--- config.mk ---
export PLATFORM = sky130hd
export DESIGN_NAME = clk_div_ctrl_flat
export DESIGN_NICKNAME = d
export VERILOG_FILES = /design/src/rtl/clk_div_if.sv /design/src/rtl/clk_div_ctrl.sv /design/src/flat_wrapper.sv
export SDC_FILE = /design/constraint.sdc
export NUM_CORES = 1
export LEC_CHECK = 0
export CORE_ASPECT_RATIO = 0.7
export CORE_MARGIN = 4
export CORE_UTILIZATION = 49
export CTS_CLUSTER_SIZE = 28
export DETAILED_ROUTE_END_ITERATION = 6
export GPL_TIMING_DRIVEN = 0
export PLACE_DENSITY = 0.73
export SYNTH_ARGS = -nofsm -noshare
export SYNTH_HDL_FRONTEND = slang
export SYNTH_SLANG_ARGS = --single-unit
--- constraint.sdc ---
create_clock -name clk -period 4 [get_ports clk]
set_input_delay 0.6 -clock clk [delete_from_list [all_inputs] [get_ports clk]]
set_output_delay 0.6 -clock clk [all_outputs]
set_load 0.005 [all_outputs]
--- src/rtl/clk_div_if.sv ---
// Bundle of run-control, configuration handshake and divided-clock outputs
// shared between the divider controller and whatever drives/consumes it.
interface clk_div_if #(
  parameter int DIV_W = 8
);
  logic             en;
  logic             cfg_valid;
  logic [DIV_W-1:0] cfg_div;
  logic             cfg_ready;
  logic             clk_out;
  logic             tick;
  logic             running;
  logic [DIV_W-1:0] div_cur;

  modport master (
    output en, cfg_valid, cfg_div,
    input  cfg_ready, clk_out, tick, running, div_cur
  );

  modport slave (
    input  en, cfg_valid, cfg_div,
    output cfg_ready, clk_out, tick, running, div_cur
  );
endinterface

--- src/rtl/clk_div_ctrl.sv ---
// Programmable clock divider: glitch-free start/stop on period boundaries and
// divide-ratio changes deferred to the end of the running period.
module clk_div_ctrl #(
  parameter int DIV_W       = 8,
  parameter int DEFAULT_DIV = 10
) (
  input logic      clk,
  input logic      rst_n,
  clk_div_if.slave bus
);

  typedef enum logic [0:0] {IDLE = 1'b0, RUN = 1'b1} state_t;

  localparam logic [DIV_W-1:0] DEF_DIV = DIV_W'(DEFAULT_DIV);
  localparam logic [DIV_W-1:0] MIN_DIV = DIV_W'(2);

  // Ratios below 2 cannot produce both a high and a low phase.
  function automatic logic [DIV_W-1:0] clamp_div(input logic [DIV_W-1:0] v);
    logic [DIV_W-1:0] r;
    if (v < MIN_DIV) begin
      r = MIN_DIV;
    end else begin
      r = v;
    end
    return r;
  endfunction

  state_t           state_r, state_s;
  logic [DIV_W-1:0] cnt_r, cnt_s;
  logic [DIV_W-1:0] div_r, div_s;
  logic             pend_vld_r, pend_vld_s;
  logic [DIV_W-1:0] pend_div_r, pend_div_s;
  logic             clk_out_r, clk_out_s;
  logic             tick_r, tick_s;
  logic             running_r, running_s;
  logic             cfg_ready_r, cfg_ready_s;
  logic             xfer_s;
  logic             last_s;
  logic [DIV_W:0]   half_s;

  assign xfer_s = bus.cfg_valid & cfg_ready_r;
  assign last_s = (cnt_r == (div_r - DIV_W'(1)));

  // Next-state, counter and ratio sequencing.
  always_comb begin
    state_s    = state_r;
    cnt_s      = cnt_r;
    div_s      = div_r;
    pend_vld_s = pend_vld_r;
    pend_div_s = pend_div_r;
    case (state_r)
      IDLE: begin
        cnt_s = {DIV_W{1'b0}};
        if (xfer_s) begin
          div_s = clamp_div(bus.cfg_div);
        end else begin
          div_s = div_r;
        end
        if (bus.en) begin
          state_s = RUN;
        end else begin
          state_s = IDLE;
        end
      end
      RUN: begin
        if (last_s) begin
          cnt_s      = {DIV_W{1'b0}};
          pend_vld_s = 1'b0;
          if (pend_vld_r) begin
            div_s = pend_div_r;
          end else begin
            div_s = div_r;
          end
          if (bus.en) begin
            state_s = RUN;
          end else begin
            state_s = IDLE;
          end
        end else begin
          cnt_s   = cnt_r + DIV_W'(1);
          state_s = RUN;
        end
        // Only reachable with nothing pending, so it never collides with the clear above.
        if (xfer_s) begin
          pend_vld_s = 1'b1;
          pend_div_s = clamp_div(bus.cfg_div);
        end else begin
          pend_div_s = pend_div_r;
        end
      end
      default: begin
        state_s    = IDLE;
        cnt_s      = {DIV_W{1'b0}};
        pend_vld_s = 1'b0;
      end
    endcase
  end

  // Output values derived from next state so registered outputs line up with cnt.
  always_comb begin
    half_s      = ({1'b0, div_s} + {{DIV_W{1'b0}}, 1'b1}) >> 1;
    running_s   = (state_s == RUN);
    cfg_ready_s = ~pend_vld_s;
    if (state_s == RUN) begin
      clk_out_s = ({1'b0, cnt_s} < half_s);
      tick_s    = (cnt_s == {DIV_W{1'b0}});
    end else begin
      clk_out_s = 1'b0;
      tick_s    = 1'b0;
    end
  end

  // State and output registers with synchronous active-low reset.
  always_ff @(posedge clk) begin
    if (!rst_n) begin
      state_r     <= IDLE;
      cnt_r       <= {DIV_W{1'b0}};
      div_r       <= DEF_DIV;
      pend_vld_r  <= 1'b0;
      pend_div_r  <= DEF_DIV;
      clk_out_r   <= 1'b0;
      tick_r      <= 1'b0;
      running_r   <= 1'b0;
      cfg_ready_r <= 1'b1;
    end else begin
      state_r     <= state_s;
      cnt_r       <= cnt_s;
      div_r       <= div_s;
      pend_vld_r  <= pend_vld_s;
      pend_div_r  <= pend_div_s;
      clk_out_r   <= clk_out_s;
      tick_r      <= tick_s;
      running_r   <= running_s;
      cfg_ready_r <= cfg_ready_s;
    end
  end

  assign bus.cfg_ready = cfg_ready_r;
  assign bus.clk_out   = clk_out_r;
  assign bus.tick      = tick_r;
  assign bus.running   = running_r;
  assign bus.div_cur   = div_r;

endmodule

--- src/flat_wrapper.sv ---
// flat-port wrapper written by rule: the top's interface ports become plain ports
module clk_div_ctrl_flat 
#(
  parameter int DIV_W       = 8,
  parameter int DEFAULT_DIV = 10
)
  (clk, rst_n, bus_en, bus_cfg_valid, bus_cfg_div, bus_cfg_ready, bus_clk_out, bus_tick, bus_running, bus_div_cur);
  clk_div_if #(.DIV_W(DIV_W)) bus_i ();
  input logic clk;
  input logic rst_n;
  input wire logic [$bits(bus_i.en)-1:0] bus_en;
  input wire logic [$bits(bus_i.cfg_valid)-1:0] bus_cfg_valid;
  input wire logic [$bits(bus_i.cfg_div)-1:0] bus_cfg_div;
  output wire logic [$bits(bus_i.cfg_ready)-1:0] bus_cfg_ready;
  output wire logic [$bits(bus_i.clk_out)-1:0] bus_clk_out;
  output wire logic [$bits(bus_i.tick)-1:0] bus_tick;
  output wire logic [$bits(bus_i.running)-1:0] bus_running;
  output wire logic [$bits(bus_i.div_cur)-1:0] bus_div_cur;
  assign bus_i.en = bus_en;
  assign bus_i.cfg_valid = bus_cfg_valid;
  assign bus_i.cfg_div = bus_cfg_div;
  assign bus_cfg_ready = bus_i.cfg_ready;
  assign bus_clk_out = bus_i.clk_out;
  assign bus_tick = bus_i.tick;
  assign bus_running = bus_i.running;
  assign bus_div_cur = bus_i.div_cur;
  clk_div_ctrl #(.DIV_W(DIV_W), .DEFAULT_DIV(DEFAULT_DIV)) u_core (.clk(clk), .rst_n(rst_n), .bus(bus_i));
endmodule
==> impl_metrics.sql <==
INSERT INTO impl_metrics (metric_group, metric, value, unit) VALUES
('power_and_ir_drop', 'comb_power_share', '24.5', '%'),
('yosys', 'largest_family_of_logic_cells_by_synthesized_area', 'simple AND/OR/NAND/NOR gates', ''),
('setup_path', 'r2r.worst_path.cells', '14', ''),
('placed_design', 'detailedPlace.worstSlack', '-0.428', 'ns'),
('timing', 'timing.final.crit_period', '3.97', 'ns'),
('status', 'status', 'complete, no violations', ''),
('timing', 'rsz_0062_raised_after_global_routing', 'yes', ''),
('global_routing', 'grt.busiest_layer', 'met1', ''),
('setup_path', 'crit-reg2reg-capture', 'u_core.bus.clk_out', ''),
('global_routing', 'grt_use_met3', '5.12', '%'),
('yosys', 'syn-cell-area', '1750', 'um2'),
('yosys', 'warnings_from_yosys', '0', ''),
('routing', 'number_of_vias_per_cell', '5.60', ''),
('die', 'chipHeight', '58.0', 'um'),
('power_and_ir_drop', 'net_switching_share_of_the_total_power', '29.2', '%'),
('routing', 'ant_nets', '0', ''),
('timing', 'slew_of_the_pin_with_the_lowest_slew_margin', '0.618', 'ns'),
('yosys', 'syn-instance-count', '213', ''),
('cts', 'cts-hold-fix-buffers', '0', ''),
('routing', 'postRouteWirelength', '4.68', 'mm'),
('setup_path', 'cp-endpoint', 'u_core.bus.clk_out', ''),
('timing', 'postLayoutSetupSlackWorst', '0.0254', 'ns'),
('global_routing', 'grt.met2_usage', '29.8', '%'),
('timing', 'max_freq', '252', 'MHz'),
('routing', 'drt-initial-drc-count', '146', ''),
('cts', 'cts_root_buffer', 'clkbuf_8', ''),
('power_and_ir_drop', 'power_density', '321', 'nW/um2'),
('layout', 'layout-drive-gt1-share', '17.0', '%'),
('setup_path', 'arrival_time_worst_endpoint', '4.19', 'ns'),
('cts', 'ctsLongestPathBuffers', '2', ''),
('power_and_ir_drop', 'share_clk_of_total_power', '32.5', '%'),
('layout', 'post_layout_nonfiller_instances', '300', ''),
('cts', 'clk_latency', '0.28', 'ns'),
('yosys', 'postSynthNetCount', '235', ''),
('routing', 'drc', '0', ''),
('timing', 'finClkSkew', '0.00724', 'ns'),
('yosys', 'synth_cell_type_count', '45', ''),
('timing', 'hold-worst-slack', '0.465', 'ns'),
('setup_path', 'setup.worst_path.start', 'u_core.bus.div_cur[3]', ''),
('global_routing', 'grt_max_degree', '11', ''),
('setup_path', 'crit-reg2reg-launch', 'u_core.bus.div_cur[3]', ''),
('timing', 'finalCritPeriodShare', '99.4', '%'),
('setup_path', 'worst_setup_path_start_kind', 'flop', ''),
('global_routing', 'antenna_found_initial', '0', ''),
('setup_path', 'worst-endpoint-required', '4.22', 'ns'),
('yosys', 'yosys.area_share.simple', '27.4', '%'),
('global_routing', 'grt-ovfl-total', '0', ''),
('run', 'maxCapViolCount', '0', ''),
('placed_design', 'dp.cells', '283', ''),
('timing', 'max-slew-margin-rel', '58.8', '%'),
('timing', 'setup_viol', '0', ''),
('global_routing', 'grt_first_pass_wirelength', '7.73', 'mm'),
('routing', 'routedWlPerCell', '15.6', 'um'),
('yosys', 'synth.avg_cell_area', '8.22', 'um2'),
('layout', 'layout.nets', '275', ''),
('setup_path', 'crit_path_end_kind', 'flop', ''),
('placed_design', 'hpwlAfterDp', '3.34', 'mm'),
('cts', 'cts_buffers', '5', ''),
('layout', 'commonest_non_fill_non_tap_cells_in_the_layout', '28 x nor2_1, 26 x dfxtp_1, 23 x nand2_1, 23 x clkdlybuf4s50_1, 16 x xnor2_1', ''),
('die', 'design.die.area', '4610', 'um2'),
('setup_path', 'regToRegSetupSlack', '0.03', 'ns'),
('placed_design', 'port-buffer-count', '23', ''),
('die', 'io-pin-count', '24', ''),
('hold_path', 'min_path_type', 'reg -> reg', ''),
('timing', 'finalHoldViolCount', '0', ''),
('yosys', 'adder_and_majority_cell_fraction_of_the_synthesized_area', '7.15', '%'),
('yosys', 'synth_mux_area_share', '0', '%'),
('cts', 'cts_tree', 'yes', ''),
('layout', 'fill_cells', '282', ''),
('layout', 'n_antenna_cell', '0', ''),
('yosys', 'synthXorXnorAreaFrac', '11.0', '%');
-- power by group through the flow --
stage	Clock (uW)	Sequential (uW)	Combinational [uW]
after CTS	245	319	170
after detailed placement	0	326	152
after global placement	0	326	151
after floorplan	0	322	98.1
final	241	320	182
after global routing	261	321	201
-- cells in the mapped netlist (all sizes together) --
master	n	area, um2
o21ai	3	15.0
clkbuf	5	18.8
a221o	2	22.5
dfxtp	29	581
a21o	3	22.5
a221oi	4	47.6
nor2b	1	6.26
or2	2	12.5
or4	1	11.3
o311a	1	10.0
a21oi	13	68.8
o211ai	1	7.51
nor4	6	50.0
o221a	2	22.5
buf	2	18.8
or3	3	18.8
xnor2	16	140
a31oi	2	12.5
and4	2	17.5
xor2	6	52.6
nand2	24	92.6
and2	6	37.5
nor3	8	40.0
o31ai	2	15.0
o221ai	1	8.76
nand3	7	35.0
a2111oi	1	15.0
nand2b	1	6.26
a22o	1	8.76
inv	10	37.5
and3	4	25.0
and3b	1	8.76
a21boi	1	7.51
nand4	2	12.5
o22ai	1	6.26
ha	10	125
a211oi	1	7.51
nor2	28	105
-- stage by stage --
step | setup TNS, ns | power (uW) | utilization (%)
2_1_floorplan | 0 | 421 | -
3_3_place_gp | -0.355 | 477 | 63.0
3_5_place_dp | -0.428 | 478 | 63.0
4_1_cts | -0.0951 | 735 | 69.4
5_1_grt | -0.168 | 783 | 70.6
6_report | 0 | 743 | 70.6
-- worst min path at each step --
stage,startpoint,end,cells after the start
floorplan,u_core.pend_div_r[2],u_core.pend_div_r[2],2
global placement,u_core.pend_div_r[7],u_core.pend_div_r[7],2
detailed placement,u_core.pend_div_r[2],u_core.pend_div_r[2],2
CTS,u_core.pend_div_r[7],u_core.pend_div_r[7],2
global route,u_core.pend_div_r[2],u_core.pend_div_r[2],2
finish,u_core.pend_div_r[7],u_core.pend_div_r[7],2
-- metal layers --
metal	vias up	routed length, um
met1	772	2340
li1	839	-
met2	65	1840
met5	-	0
met4	0	34
met3	5	458
-- kinds of logic (layout without fill, tap and decap cells) --
| kind of cell | Yosys count | in the layout |
|---|---|---|
| flops | 29 | 29 |
| xor+xnor | 22 | 22 |
| simple gates | 96 | 96 |
| buf+inv | 17 | 57 |
| compound gates | 39 | 39 |
| fa+ha+maj | 10 | 10 |
-- critical path, stage by stage (launching register included) --
cell	delay (ns)
dfxtp_4	0.36
or4_4	0.51
or3_4	0.39
a2111oi_4	0.35
and4_4	0.32
and2_4	0.20
buf_4	0.14
a221o_2	0.19
nand4_1	0.16
nor4_2	0.29
xnor2_1	0.18
ha_1	0.28
a21o_1	0.19
a211oi_2	0.17
o311a_1	0.18
-- area by class of cell --
| type | instances | area [um2] | share of cell area [%] |
|---|---|---|---|
| Buffer | 6 | 30.0 | 1.30 |
| Clock buffer | 7 | 86.3 | 3.73 |
| Sequential cell | 29 | 589 | 25.5 |
| Multi-Input combinational cell | 167 | 1190 | 51.5 |
| Timing Repair Buffer | 34 | 317 | 13.7 |
| Tap cell | 47 | 58.8 | 2.54 |
| Inverter | 10 | 40.0 | 1.73 |
-- timing repair --
item,4_1_cts,5_1_grt
endpoints found under the hold margin,0,0
setup endpoints to repair,1,1
gates resized for setup,14,6
setup buffers,8,3
pin swaps,13,11
-- registers in the layout (all words and copies together) (netlist names) --
signal / flops
u_core.bus.div_cur: 8
u_core.bus.cfg_ready: 1
u_core.state_r: 1
u_core.pend_div_r: 8
u_core.pend_vld_r: 1
u_core.bus.clk_out: 1
u_core.cnt_r: 8
u_core.bus.tick: 1
(Power assumes the default switching activity.)
